File: src/rtl/franken_mem_arbiter.sv
// Fetch/data arbiter in front of one single-ported, pipelined RAM, with tag-routed read data.
// Optional grant/conflict counters are built when FRANKEN_ARB_STATS_EN is defined.
module franken_mem_arbiter #(
    parameter int unsigned MEM_LAT    = 1,
    parameter int unsigned STARVE_MAX = 4
) (
    input  logic        clk,
    input  logic        reset,
    input  logic        i_req,
    input  logic [31:0] i_addr,
    output logic        i_gnt,
    output logic        i_rvalid,
    output logic [31:0] i_rdata,
    input  logic        d_req,
    input  logic [31:0] d_addr,
    input  logic        d_we,
    input  logic [3:0]  d_be,
    input  logic [31:0] d_wdata,
    output logic        d_gnt,
    output logic        d_rvalid,
    output logic [31:0] d_rdata,
    input  logic        mem_ready,
    output logic        mem_req,
    output logic        mem_we,
    output logic [3:0]  mem_be,
    output logic [31:0] mem_addr,
    output logic [31:0] mem_wdata,
    input  logic [31:0] mem_rdata
`ifdef FRANKEN_ARB_STATS_EN
    ,
    output logic [31:0] stat_i_gnt,
    output logic [31:0] stat_d_gnt,
    output logic [31:0] stat_conflict
`endif
);
    localparam logic [3:0]  STARVE_LIM = 4'(STARVE_MAX);
    localparam logic [31:0] WORD_MASK  = 32'hFFFF_FFFC;
    localparam logic        OWNER_I    = 1'b0;
    localparam logic        OWNER_D    = 1'b1;

    logic [3:0]         starve_q, starve_d;
    logic [MEM_LAT-1:0] tag_valid_q, tag_valid_d;
    logic [MEM_LAT-1:0] tag_owner_q, tag_owner_d;

    logic contend;
    logic i_win;
    logic d_win;
    logic rd_issue;
    logic tail_valid;
    logic tail_owner;

    // reset (active low) also acts as an output enable for the combinational grant path
    always_comb begin
        contend  = reset & mem_ready & i_req & d_req;
        i_win    = reset & mem_ready & i_req & (~d_req | (starve_q == STARVE_LIM));
        d_win    = reset & mem_ready & d_req & ~i_win;
        rd_issue = i_win | (d_win & ~d_we);
    end

    always_comb begin
        starve_d = starve_q;
        if (i_win) begin
            starve_d = 4'd0;
        end else if (contend && (starve_q != STARVE_LIM)) begin
            starve_d = starve_q + 4'd1;
        end
    end

    // Stage 0 takes the new tag; owner is don't-care when the valid bit is low
    always_comb begin
        tag_valid_d    = tag_valid_q;
        tag_owner_d    = tag_owner_q;
        tag_valid_d[0] = rd_issue;
        tag_owner_d[0] = d_win ? OWNER_D : OWNER_I;
        for (int k = MEM_LAT - 1; k > 0; k--) begin
            tag_valid_d[k] = tag_valid_q[k-1];
            tag_owner_d[k] = tag_owner_q[k-1];
        end
    end

    always_ff @(posedge clk or negedge reset) begin
        if (!reset) begin
            starve_q    <= 4'd0;
            tag_valid_q <= '0;
            tag_owner_q <= '0;
        end else begin
            starve_q    <= starve_d;
            tag_valid_q <= tag_valid_d;
            tag_owner_q <= tag_owner_d;
        end
    end

    always_comb begin
        tail_valid = tag_valid_q[MEM_LAT-1];
        tail_owner = tag_owner_q[MEM_LAT-1];
    end

    always_comb begin
        i_gnt     = i_win;
        d_gnt     = d_win;
        mem_req   = i_win | d_win;
        mem_we    = 1'b0;
        mem_be    = 4'b0000;
        mem_addr  = 32'd0;
        mem_wdata = 32'd0;
        if (i_win) begin
            mem_be   = 4'b1111;
            mem_addr = i_addr & WORD_MASK;
        end else if (d_win) begin
            mem_we    = d_we;
            mem_be    = d_be;
            mem_addr  = d_addr & WORD_MASK;
            mem_wdata = d_wdata;
        end
        i_rvalid = reset & tail_valid & (tail_owner == OWNER_I);
        d_rvalid = reset & tail_valid & (tail_owner == OWNER_D);
        i_rdata  = reset ? mem_rdata : 32'd0;
        d_rdata  = reset ? mem_rdata : 32'd0;
    end

`ifdef FRANKEN_ARB_STATS_EN
    logic [31:0] stat_i_q, stat_i_d;
    logic [31:0] stat_d_q, stat_d_d;
    logic [31:0] stat_c_q, stat_c_d;

    always_comb begin
        stat_i_d = stat_i_q + 32'(i_win);
        stat_d_d = stat_d_q + 32'(d_win);
        stat_c_d = stat_c_q + 32'(contend);
    end

    always_ff @(posedge clk or negedge reset) begin
        if (!reset) begin
            stat_i_q <= 32'd0;
            stat_d_q <= 32'd0;
            stat_c_q <= 32'd0;
        end else begin
            stat_i_q <= stat_i_d;
            stat_d_q <= stat_d_d;
            stat_c_q <= stat_c_d;
        end
    end

    assign stat_i_gnt    = stat_i_q;
    assign stat_d_gnt    = stat_d_q;
    assign stat_conflict = stat_c_q;
`endif

endmodule

File: config.mk
export PLATFORM = sky130hd
export DESIGN_NAME = franken_mem_arbiter
export DESIGN_NICKNAME = d
export VERILOG_FILES = /design/src/rtl/franken_mem_arbiter.sv
export SDC_FILE = /design/constraint.sdc
export NUM_CORES = 1
export LEC_CHECK = 0
export BUFFER_PORTS_ARGS = -buffer_cell sky130_fd_sc_hd__buf_2
export CAP_MARGIN = 20
export CELL_PAD_IN_SITES_DETAIL_PLACEMENT = 1
export CELL_PAD_IN_SITES_GLOBAL_PLACEMENT = 2
export CORE_ASPECT_RATIO = 1.25
export CORE_MARGIN = 1
export CORE_UTILIZATION = 12
export DETAILED_ROUTE_END_ITERATION = 8
export PLACE_DENSITY = 0.85
export SYNTH_ARGS = -nofsm -noshare
export SYNTH_HDL_FRONTEND = slang
export SYNTH_SLANG_ARGS = --single-unit
File: constraint.sdc
create_clock -name clk -period 3.3 [get_ports clk]
set_input_delay 0.165 -clock clk [delete_from_list [all_inputs] [get_ports clk]]
set_output_delay 0.165 -clock clk [all_outputs]
set_load 0.03 [all_outputs]
# ---- Yosys cells after proc, flatten, opt, wreduce, memory -nomap -nowiden
# Cells that the tools add are included.
dict set report word_totals {
  latch_bits 0
  n_memories 0
  input_bits 138
  romBits 0
  register_bits 6
  output_inout_bits 138
  ram_bits 0
}
dict set report classes {
  n_bitwise 17
  n_shift 0
  n_addsub 1
  mux 12
  eq_ne 2
  n_div 0
  multipliers 0
  magnitude_cmp 0
  n_reduce_logical 2
}
# operator n
set ops {}
lappend ops {{$mux 32} 5}
lappend ops {{$mux 4} 4}
lappend ops {{$and 1x1->1} 10}
lappend ops {{$add 4x1->4 const B} 1}
lappend ops {{$eq 4x3->1 const B} 1}
lappend ops {{$ne 4x3->1 const B} 1}
lappend ops {{$not 1->1} 4}
lappend ops {{$mux 1} 3}
lappend ops {{$or 1x1->1} 3}
lappend ops {{$reduce_bool 2->1} 1}
lappend ops {{$logic_and 1x1->1} 1}

# ---- Longest topological paths before layout
# Gate-level depths: netlist (run 1).
dict set report logic_depth {
  word_depth 7
  mapped_depth 7
}

# ---- Worst setup path after synthesis (run 1)
# No wires, ideal clock.
dict set report synth_timing {
  path_type {reg-to-output}
  from {reg starve_q[0]}
  to {out mem_addr[27]}
  arrival_time_ns 1.849
  slack_ns 1.286
  required_ns 3.135
  path_stages_with_launch 8
  path_cell_list {dfrtp_1 inv_1 ha_1 nand3b_1 a21oi_1 buf_4 buf_6 mux2i_1}
}
dict set report synth_between {
  elab_chain_len 7
}
# element line
set synth_lines {}
lappend synth_lines {{start, declared} 41} ;# logic [3:0] starve_q, starve_d;
lappend synth_lines {{start signal, assigned} 87} ;# starve_q <= starve_d;
lappend synth_lines {{$eq 4x3->1 (*)} 55} ;# i_win = reset & mem_ready & i_req & (~d_req | (starve_q == STARVE_LIM));
lappend synth_lines {{$or 1x1->1 (*)} 55}
lappend synth_lines {{$and 1x1->1 (*)} 55}
lappend synth_lines {{net i_gnt} 11} ;# output logic i_gnt,
lappend synth_lines {{$not 1->1} 56} ;# d_win = reset & mem_ready & d_req & ~i_win;
lappend synth_lines {{$and 1x1->1} 56}
lappend synth_lines {{$mux 32} 109} ;# end else if (d_win) begin
lappend synth_lines {{$mux 32 (*)} 106} ;# if (i_win) begin
lappend synth_lines {{end, declared} 26} ;# output logic [31:0] mem_addr,
# Mark *: on every way through the listed nets, which the timed path passes. The rest lies on a longest branch.

# ---- Worst setup path after layout (run 1)
dict set report layout_timing {
  from {in reset}
  to {out mem_wdata[27]}
}
dict set report layout_between {
  elab_chain_len 7
}
# element line
set layout_lines {}
lappend layout_lines {{start, declared} 8} ;# input logic reset,
lappend layout_lines {{$and 1x1->1 (*)} {55, 56}}
lappend layout_lines {{$and 1x1->1 (2 in a row)} 55}
lappend layout_lines {{$not 1->1} 56}
lappend layout_lines {{$and 1x1->1} 56}
lappend layout_lines {{$mux 32} 109}
lappend layout_lines {{$mux 32 (*)} 106}
lappend layout_lines {{end, declared} 27} ;# output logic [31:0] mem_wdata,
# Mark *: on every way between the ends. The rest lies on a longest branch, timed or not.

==> out/results.txt, run 1 <==
The root cell of the clock tree is sky130_fd_sc_hd__clkbuf_16. The run gives 1.94 nW as the leakage power. For this run, the register share of the synthesized area comes to 8.77%. The final RePlAce weighted congestion came out at 0.725. Setup repair after global routing left no endpoint under its margin.

The final net count came out at 619. After synthesis, the most frequently instantiated cells are sky130_fd_sc_hd__and2_1, sky130_fd_sc_hd__buf_4, sky130_fd_sc_hd__nand2_1. The tools report the worst setup slack for register-to-register paths as 1.37 ns. Once placement finished, the instance area stood at 2950 µm². The summed negative setup slack over all endpoints is 0 ns. After layout, the worst path uses 80.8% of the clock period.

In this run, CTS created clock tree buffers numbering 3. The post-synthesis cell area was 1710 µm². The run gives 1809 as the number of inserted filler cells in the final layout. Counting flops with an async set or reset pin after synthesis yields a share of 100%.

Wires add up to 8.04 mm. The remaining antenna violation count after routing was 0. Tracing the worst setup path back leads to its startpoint at reset.

The run gives 7.21 mm as the HPWL after detailed placement. The die covers 14700 µm². For this design, the sink count on the clock tree is 6.

The cell taking the most area after synthesis is sky130_fd_sc_hd__and2_1. The synthesized instance count was 249. The post-CTS clock slew at the launch and capture registers of the worst setup and hold paths is 0.03 ns, and the count of endpoints failing setup in the final report is 0. The net switching fraction of the power was 47.7%.

VDD sags by at most 0.147 mV. The summed area of non-filler cells in the final layout was 3040 µm²; the number of gates resized after CTS was 0. Input and output buffers added on the ports amount to 269. Wire length of the first global-routing pass: 11.6 mm. TritonCTS built the clock tree.

For the final hold violation count, the log shows 0. The class of the most critical setup path is in2out. In this run the critical register-to-register path is captured at tag_owner_q.

Summed over all layers, the global routing overflow is 0. In the synthesized netlist the dominant register cell turns out to be sky130_fd_sc_hd__dfrtp_1. Across the run, the number of max-cap violations was 0. The tools report the worst endpoint data arrival time as 2.50 ns. The worst setup path is launched from an input pin. The run gives 2359 as the number of global-route vias before repair. The count of yosys warnings during synthesis is 0, and the time the worst path needs with I/O delays and setup is 2.67 ns. Of all nets on the critical path, the largest fanout is 44. The internal portion of the total power is 0.000440 W. Dividing the synthesized area by the synthesized cell count gives 6.87 µm².

At the pin with the least slew margin, the transition time is 0.923 ns. The floorplan step defined a core boundary enclosing 13900 µm². The top-area cell type share of the netlist area was 23.8%. Using the TritonRoute via totals, the vias-per-cell ratio works out to 3.77. Dividing total power by cell area gives a power density of 277 nW/µm².

STA puts the critical path data required time at 3.13 ns. The count of vias placed by the detailed router was 2463; the number of cells on the worst reg-to-reg path was 4. The buffers inserted during post-CTS setup optimization was 0. The share of total power dissipated in the clock network is 23.4%. For the total track usage, the log shows 10.1%.

The path type of the worst min-delay path was in2reg. The worst flop-to-flop path startpoint was starve_q[0]. The number of enable-type register cells in the synthesized netlist came out at 0.

The tools report the count of boundary I/O pins as 276. The initial core utilization came out at 12.3%. The most frequent cell after synthesis is sky130_fd_sc_hd__and2_1. The combinational cell fraction of total power is 63.5%. The logs give 48 for the count of standard-cell rows and 45 for the largest net degree at the start of global routing. The worst-case clock buffer depth is 2, and the number of pins exceeding their max-slew limit in the final report is 0. Sequential cells account for 13.1% of the total power. The floorplan step set the die height to 136 µm. The worst pin sits at a relative slew slack of 38.3%. In the post-synthesis netlist, the biggest area contributors are sky130_fd_sc_hd__and2_1, sky130_fd_sc_hd__mux2i_1, sky130_fd_sc_hd__buf_4, sky130_fd_sc_hd__dfrtp_1, sky130_fd_sc_hd__nand2_1. The run gives 0 as the post-route DRC violation count.

The fraction of layout instances using a drive strength above 1 was 58.3%; the post-detailed-route wirelength per cell was 12.3 µm. Between clock sinks in the finished design, the worst skew comes to 0.00186 ns. The peak clock frequency supported by timing was 0.375 GHz; the layout-stage area growth over the synthesis result was 77.6%.

The run gives 2 as the initial antenna violation count. The end point of the critical path is mem_wdata[27]. Synthesis inferred 6 register bits. The flow ran to the end, and the final reports show no timing, DRC or antenna violations. The distinct cell type count of the synthesized netlist is 29, and the number of levels in the clock H-tree is 1. The detailed router finished its first iteration with 67 violations. In this run the power spent charging and discharging nets is 0.000402 W.

At the later pin of the worst-skew pair, clock insertion delay measures 0.23 ns. The detailed-routing iteration count for the pre-antenna-repair pass is 4. The worst setup path is captured at an output pin.

The floorplan die width came out at 109 µm.
[critical path, stage by stage]
cell,delay [ns]
sky130_fd_sc_hd__dlygate4sd3_1,0.52
sky130_fd_sc_hd__buf_2,0.09
sky130_fd_sc_hd__buf_4,0.32
sky130_fd_sc_hd__nand2_1,0.16
sky130_fd_sc_hd__a211oi_4,0.79
sky130_fd_sc_hd__and2_1,0.24
sky130_fd_sc_hd__buf_2,0.20
[cell type report]
cell class              count  area, µm²  share of cell area, %
repair buffers            273       1390                   45.8
diodes                      2       5.00                  0.165
well taps                 175        219                   7.20
inverters                  34        128                   4.20
clock buffers               3       75.1                   2.47
flip-flops and latches      6        150                   4.94
multi-input cells         161       1070                   35.3
[timing repair]
action,in CTS,in global routing
hold endpoints to repair,6,0
endpoints found under the setup margin,0,0
hold buffers,1,0
[sequential cells by signal, summed over array words and instances, names as in the netlist]
register,count
tag_owner_q,1
starve_q,4
tag_valid_q,1
[cells by family (layout without fill, tap and decap cells)]
group / count (synthesis) / after routing / synth area share, %
and+or+nand+nor: 114 / 114 / 36.7
buffers and inverters: 83 / 310 / 29.5
muxes: 30 / 30 / 17.5
AOI/OAI and AO/OA: 13 / 13 / 5.85
DFF: 6 / 6 / 8.77
adders and majority gates: 2 / 2 / 1.46
other: 1 / 4 / 0.219
[cell usage in the layout (no fill, tap or decap), types with 2 or more instances in the layout]
| cell type | netlist | layout |
|---|---|---|
| sky130_fd_sc_hd__inv_1 | 34 | 34 |
| sky130_fd_sc_hd__nand2_1 | 35 | 35 |
| sky130_fd_sc_hd__o21ai_0 | 2 | 2 |
| sky130_fd_sc_hd__and2_1 | 65 | 65 |
| sky130_fd_sc_hd__buf_2 | 4 | 269 |
| sky130_fd_sc_hd__a21o_1 | 4 | 4 |
| sky130_fd_sc_hd__o22ai_1 | 2 | 2 |
| sky130_fd_sc_hd__and3_1 | 2 | 2 |
| sky130_fd_sc_hd__conb_1 | 1 | 2 |
| sky130_fd_sc_hd__buf_4 | 36 | 2 |
| sky130_fd_sc_hd__clkbuf_16 | 0 | 3 |
| sky130_fd_sc_hd__ha_1 | 2 | 2 |
| sky130_fd_sc_hd__nand3_1 | 3 | 3 |
| sky130_fd_sc_hd__nand2b_1 | 3 | 3 |
| sky130_fd_sc_hd__mux2i_1 | 30 | 30 |
| sky130_fd_sc_hd__diode_2 | 0 | 2 |
| sky130_fd_sc_hd__dfrtp_1 | 6 | 6 |
[worst min path at each step]
stage | depth (start not counted) | start | slack (ns) | to
2_1_floorplan | 0 | reset | -0.13 | starve_q[0]
3_3_place_gp | 2 | reset | 0.18 | starve_q[3]
3_5_place_dp | 2 | reset | 0.18 | starve_q[3]
4_1_cts | 2 | d_we | 0.13 | tag_valid_q
5_1_grt | 2 | d_we | 0.14 | tag_valid_q
6_report | 2 | d_we | 0.13 | tag_valid_q
[per-layer routing]
layer  track usage, %  part of all wire [%]  vias to the layer above
met5                0                     0                        -
met4             2.03                  0.68                        0
met3             2.93                    13                        4
met2             20.6                    54                      186
met1             9.75                    33                     1090
li1                 -                     -                     1183
[through the flow]
stage                     setup WS (ns)  utilization (%)  std cells  hold slack (ns)  total power [W]
after floorplan                    1.29                -        250           -0.131         0.000484
after global placement             1.08             21.3        648            0.176         0.000633
after detailed placement          0.927             21.3        648            0.183         0.000651
after CTS                         0.558             21.9        652            0.129         0.000858
after global routing              0.334             21.9        652            0.142         0.000902
final                             0.633             21.9        654            0.133         0.000842
[power by group through the flow]
stage / combinational, W / sequential (W) / clock, W
4_1_cts: 0.000544 / 0.000110 / 0.000204
3_5_place_dp: 0.000541 / 0.000110 / 0
3_3_place_gp: 0.000526 / 0.000107 / 0
2_1_floorplan: 0.000379 / 0.000104 / 0
5_1_grt: 0.000583 / 0.000113 / 0.000206
6_report: 0.000535 / 0.000110 / 0.000197
Power figures use the tool's default switching activity.
==> inputs of run 2 (changes only) <==
--- a/config.mk
+++ b/config.mk
@@ -11,9 +11,9 @@
 export CELL_PAD_IN_SITES_GLOBAL_PLACEMENT = 2
 export CORE_ASPECT_RATIO = 1.25
 export CORE_MARGIN = 1
-export CORE_UTILIZATION = 12
+export CORE_UTILIZATION = 10
 export DETAILED_ROUTE_END_ITERATION = 8
-export PLACE_DENSITY = 0.85
+export PLACE_DENSITY = 0.75
 export SYNTH_ARGS = -nofsm -noshare
 export SYNTH_HDL_FRONTEND = slang
 export SYNTH_SLANG_ARGS = --single-unit
==> constraint.sdc (replaced) <==
create_clock -name clk -period 2.3 [get_ports clk]
set_input_delay 0.115 -clock clk [delete_from_list [all_inputs] [get_ports clk]]
set_output_delay 0.115 -clock clk [all_outputs]
set_load 0.03 [all_outputs]
==> run 2 against run 1 <==
Effect of this change: non-clock buffer count increased by 2; register-to-register slack got worse by 0.62 ns; combinational power increased by 44%; clock skew increased by 0.0014 ns; count of clock-buffer cells in the layout unchanged; critical path depth unchanged; critical path type is now reg2out; critical endpoint is now mem_addr[6]; via count decreased by 1.3%; total power increased by 44%.
==> out/results.txt, run 2 (synthesis gave the netlist of run 1 again) <==
The commonest non-fill, non-tap cell in the layout is sky130_fd_sc_hd__buf_2. The number of cells on the worst hold path was 2. The largest registers in the layout are starve_q: 4 flops, tag_owner_q: 1 flops, tag_valid_q: 1 flops. The largest individual stage delay along the critical path comes from the cell sky130_fd_sc_hd__dfrtp_1. Routability-driven placement finished with a final weighted congestion of 0.704. The die covers 17600 µm².

The number of pins exceeding their max-slew limit in the final report is 0. Number of standard cells in the final layout excluding fillers: 700. The largest single stage delay on the critical path is 0.41 ns.

For hold timing, the worst endpoint is tag_valid_q. The worst register-to-register path has a depth of 6. STA classifies the critical path endpoint as an output pin. The number of CTS-inserted buffers was 3. The count of vias placed by the detailed router was 2430. Including well taps, the total number of placed cells is 695.

The run gives 8.56% as the total track usage. The run gives 2305 as the number of global-route vias before repair. The root cell of the clock tree was sky130_fd_sc_hd__clkbuf_16. The final hold violation count came out at 0. After detailed routing, the total wire length is 8.03 mm. The initialized floorplan defines 53 standard-cell rows.

Of the cells placed in the final design, the portion with a size suffix greater than 1 is 58.5%. The die boundary height is 148 µm, and the via count normalized by instance count is 3.47. Data on the critical path arrives at its endpoint at 2.03 ns. After clock tree synthesis, the clock-pin slew on the worst setup and hold paths is 0.04 ns.

The startpoint identified for the worst register-to-register timing path is starve_q[0]. The run finished with clean final reports. The count of nets left with antenna violations once routing finished came out at 0. Traced cell by cell, the critical path runs through inv_1, ha_1, nand3b_1, a21oi_4, buf_12, mux2i_1, buf_2. Across the VDD grid, the largest voltage drop is 0.143 mV. The initial core utilization is 10.2%, and the time the worst path needs with I/O delays and setup is 2.15 ns.

STA puts the critical path data required time at 2.18 ns. The longest clock path from root to sink contains 2 buffers. Global routing finished with a remaining overflow of 0. STA classifies the critical path startpoint as a register.

For the worst-skew pair, the clock arrives at the later sink with an insertion delay of 0.23 ns. Number of buffer and inverter instances along the worst setup path: 3. For this design the top-level I/O count stands at 276. For this run, the post-layout net count is 621. The setup check on the worst reg-to-reg path leaves a slack of 0.75 ns.

Setup repair after global routing left no endpoint under its margin. The first detailed-routing pass took 4 iterations. The reg-to-reg critical path endpoint is tag_valid_q. The wire length of the first global-routing pass is 11.8 mm, and the placeable core region is 16800 µm².

Broken down by cell family, the worst path's largest delay share belongs to buffers and inverters. The start point of the worst hold path is d_we. The peak fanout along the critical path was 36.

The least setup slack across all paths after layout is 0.154 ns, and the post-route DRC violation count is 0. The post-route clock period utilization was 93.3%; the final hold slack was 0.0918 ns. After clock tree synthesis, the setup repair step added 0 buffers.

The filler cells instantiated in the layout total 2159. The initial antenna violation count is 3, and the number of levels in the clock H-tree is 1. The run gives 1.96 nW as the leakage power. From synthesis to final layout, the design area changed by 82.4%.

The reported max-cap violation count is 0. Leaving out fill and tap cells, the most frequent cells in the layout are sky130_fd_sc_hd__buf_2, sky130_fd_sc_hd__and2_1, sky130_fd_sc_hd__nand2_1. Setup violations remaining at the end of the flow were counted as 0.

The detailed router's first-iteration violation count was 29. The largest net degree at the start of global routing is 41, and the clock sink total is 6. Timing would allow up to 0.466 GHz. The HPWL after detailed placement was 7.14 mm.

Before CTS, the worst setup slack after placement is 0.337 ns. For this design the ratio of total power to cell area is 389 nW/µm². The worst hold path belongs to the class in2reg. TritonCTS built the clock tree. The register with the most flip-flops in the final layout is starve_q. The die is 119 µm wide. The worst setup path is of the reg2out kind.

Dividing the detail-routed wire length by the instance count gives 11.5 µm. Number of flip-flops under the largest register name: 4. The port buffer count was 269; the summed negative setup slack over all endpoints was 0 ns.

Clock skew on the completed layout was measured at 0.00325 ns.
==> run 2: cell types whose count changed in the layout (fill, tap and decap cells not counted) <==
cell,previous run,this run
sky130_fd_sc_hd__buf_12,1,2
sky130_fd_sc_hd__buf_4,2,3
sky130_fd_sc_hd__diode_2,2,1
==> run 2: worst max-delay path by stage <==
stage                      from             to  slack, ns  depth (start not counted)
floorplan           starve_q[0]   mem_addr[27]       0.34                          7
global placement    starve_q[0]  mem_wdata[28]       0.36                          7
detailed placement  starve_q[0]  mem_wdata[28]       0.34                          7
CTS                 starve_q[0]  mem_wdata[28]       0.09                          7
global route        starve_q[0]    mem_addr[2]      0.004                          7
finish              starve_q[0]    mem_addr[6]       0.15                          7
==> run 2: per-stage QoR <==
step / cell area, µm² / util (%) / total power (W)
2_1_floorplan: 1720 / - / 0.000694
3_3_place_gp: 3030 / 18.1 / 0.000931
3_5_place_dp: 3030 / 18.1 / 0.000940
4_1_cts: 3120 / 18.6 / 0.00123
5_1_grt: 3120 / 18.6 / 0.00130
6_report: 3120 / 18.6 / 0.00121
==> run 2: per-layer routing <==
metal	up-vias	global-route usage, %	wire length [µm]
met1	1053	8.83	2970
met3	8	3.91	1080
met5	-	0	25
met4	4	1.33	37
met2	179	16.0	3920
li1	1186	-	-
==> run 2: power breakdown <==
| part | total, W | switching (W) | internal [W] |
|---|---|---|---|
| logic | 0.000770 | 0.000484 | 0.000285 |
| registers | 0.000158 | 0.0000283 | 0.000129 |
| clock network | 0.000286 | 0.0000625 | 0.000223 |
==> run 2: worst register-to-register path, delay by kind of cell, from the launching register on <==
family / cells / cell delay, ns
compound gates: 2 / 0.37
simple gates: 1 / 0.17
flops: 1 / 0.41
fa+ha+maj: 1 / 0.18
buf+inv: 2 / 0.32
==> run 2: area by class of cell <==
cell class / count / area, µm² / share of cell area, %
diodes: 1 / 2.50 / 0.0802
clock buffers: 3 / 75.1 / 2.40
inverters: 34 / 128 / 4.09
multi-input cells: 161 / 1070 / 34.3
flip-flops and latches: 6 / 150 / 4.81
well taps: 220 / 275 / 8.82
repair buffers: 275 / 1420 / 45.5
==> run 2: timing repair <==
item / CTS / global route
setup endpoints to repair: 0 / 2
hold buffers: 1 / 0
endpoints found under the hold margin: 6 / 0
resized for setup: 0 / 0
==> inputs of run 3 (changes only) <==
--- a/config.mk
+++ b/config.mk
@@ -13,6 +13,7 @@
 export CORE_MARGIN = 1
 export CORE_UTILIZATION = 10
 export DETAILED_ROUTE_END_ITERATION = 8
+export HOLD_SLACK_MARGIN = 0.1
 export PLACE_DENSITY = 0.75
 export SYNTH_ARGS = -nofsm -noshare
 export SYNTH_HDL_FRONTEND = slang
==> run 3 against run 2 <==
Effect of this change: clock skew hardly changed; core utilization is 0.060 points higher; cell count is 0.14% higher; wire length is 0.22% higher; critical path type unchanged; highest routed layer unchanged.
==> out/results.txt, run 3 (synthesis gave the netlist of run 1 again) <==
The flow ran to the end, and the final reports show no timing, DRC or antenna violations. The number of flip-flops under the largest register name was 4. Dividing the final minimum period by the clock period gives 93.3%. The number of levels in the clock H-tree is 1, and the worst endpoint data arrival time is 2.03 ns.

The number of gates resized after CTS is 0. Wires add up to 8.05 mm. The fraction of layout instances using a drive strength above 1 was 58.3%.

The count of endpoints failing setup in the final report is 0. The ratio of total power to cell area was 388 nW/µm². The run gives 16800 µm² as the placeable core region. TritonCTS built the clock tree. The library cells used most frequently in the layout, excluding fill and tap cells, are sky130_fd_sc_hd__buf_2, sky130_fd_sc_hd__and2_1, sky130_fd_sc_hd__nand2_1.

Entering global routing, the biggest net connects 41 pins. The post-route clock skew came out at 0.00326 ns. For the worst setup path, the data required time is 2.18 ns. Count of vias placed by the detailed router: 2438.

The commonest non-fill, non-tap cell in the layout was sky130_fd_sc_hd__buf_2. After layout, the minimum clock period comes to 2.15 ns. The largest registers in the layout are starve_q: 4 flops, tag_owner_q: 1 flops, tag_valid_q: 1 flops. The kind of end point of the critical path was an output pin. After legalization and detailed placement, the total HPWL measured 7.14 mm. Peak fanout along the critical path: 36. More flip-flops sit in one register than any other, and that register is starve_q. The run gives 150 µm² as the register cell area after layout.

Summed area of non-filler cells in the final layout: 3130 µm². The root cell of the clock tree was sky130_fd_sc_hd__clkbuf_16. Port buffer count: 269.

The remaining antenna violation count after routing was 0; the post-route DRC violation count was 0. Counting the fill cells in the layout gives 2158. The logs give 1070 µm² for the total area of multi-input combinational cells and 622 for the final net count. Global routing used 8.56% of the available tracks. The floorplan die width was 119 µm; the buffers inserted during post-CTS setup optimization was 0. Initial core utilization: 10.2%. Clock-pin slew was measured on the worst setup and hold paths at 0.04 ns.

The detailed router finished its first iteration with 28 violations. In this run the cell area measured after placement is 3030 µm². At the later pin of the worst-skew pair, clock insertion delay measures 0.23 ns. The final RePlAce weighted congestion was 0.704.

In this run, CTS created clock tree buffers numbering 3. The tools report the die footprint as 17600 µm². From bottom edge to top edge, the die measures 148 µm.

The design draws 0.00122 W. The pre-antenna-repair detailed-routing pass consisted of 4 iterations. The initial antenna violation count came out at 3.

The via count normalized by instance count is 3.48. The number of pins exceeding their max-slew limit in the final report is 0. The run gives 2304 as the number of global-route vias before repair. The final hold slack was 0.163 ns. Dividing the detail-routed wire length by the instance count gives 11.5 µm. The logs give 276 for the count of boundary I/O pins and 11.8 mm for the wire length of the first global-routing pass.

The reported max-cap violation count is 0. The final hold violation count was 0; the peak clock frequency supported by timing was 0.466 GHz. The area growth from synthesis to layout is 83.0%. The global route total overflow is 0, and the worst-case vdd ir drop is 0.143 mV. The tools report the summed negative setup slack over all endpoints as 0 ns. The path type of the worst min-delay path is in2reg. The final core area utilization is 18.7%, and the worst-case clock buffer depth is 2. The category of the worst setup path launch point is a register.

Setup repair after global routing left no endpoint under its margin. The worst setup path is of the reg2out kind. The clock sink total is 6. The analysis attributes to cell leakage a power of 1.96 nW. For the count of standard-cell rows, the log shows 53.
==> run 3: changes by cell type in the layout (fill, tap and decap cells not counted) <==
cell / delta
sky130_fd_sc_hd__dlygate4sd3_1: +1
==> run 3: worst max-delay path, cell delays in order, from the launching register on <==
cell                       delay [ns]
sky130_fd_sc_hd__dfrtp_1         0.41
sky130_fd_sc_hd__inv_1           0.07
sky130_fd_sc_hd__ha_1            0.18
sky130_fd_sc_hd__nand3b_1        0.17
sky130_fd_sc_hd__a21oi_4         0.21
sky130_fd_sc_hd__buf_12          0.25
sky130_fd_sc_hd__mux2i_1         0.25
sky130_fd_sc_hd__buf_2           0.23
==> run 3: where the power goes <==
group          leakage (nW)  internal, W  total (W)  switching, W
Sequential           0.0798     0.000129   0.000158     0.0000283
Combinational          1.84     0.000287   0.000772      0.000485
Clock                0.0370     0.000223   0.000286     0.0000625
==> run 3: per-layer routing <==
metal / track usage [%] / vias to the layer above / part of all wire (%)
li1: - / 1188 / -
met1: 8.83 / 1059 / 37
met2: 15.9 / 179 / 49
met3: 3.91 / 8 / 13
met4: 1.33 / 4 / 0.46
met5: 0 / - / 0.31
==> run 3: timing repair <==
item / CTS / global route
hold buffers: 2 / 0
hold endpoints to repair: 7 / 0
setup endpoints to repair: 0 / 2
==> run 3: worst paths after layout <==
path | start | end | slack [ns] | depth (start not counted)
max | starve_q[0] | mem_addr[6] | 0.15 | 7
min | i_req | tag_owner_q | 0.16 | 2
max reg2reg | starve_q[0] | tag_valid_q | 0.75 | 6
min reg2reg | starve_q[1] | starve_q[1] | 0.55 | 2
max in group asynchronous | reset | tag_valid_q | 1.56 | 3
min in group asynchronous | reset | starve_q[3] | 0.50 | 3
==> run 3: per-stage QoR <==
stage | worst slack [ns] | cells
after floorplan | 0.336 | 250
after global placement | 0.358 | 695
after detailed placement | 0.337 | 695
after CTS | 0.0869 | 700
after global routing | 0.00434 | 700
final | 0.154 | 701
==> run 3: layout make-up <==
type | count | area share, %
Tap cell | 220 | 8.79
Inverter | 34 | 4.08
Clock buffer | 3 | 2.40
Antenna cell | 1 | 0.0799
Sequential cell | 6 | 4.79
Multi-Input combinational cell | 161 | 34.2
Timing Repair Buffer | 276 | 45.6
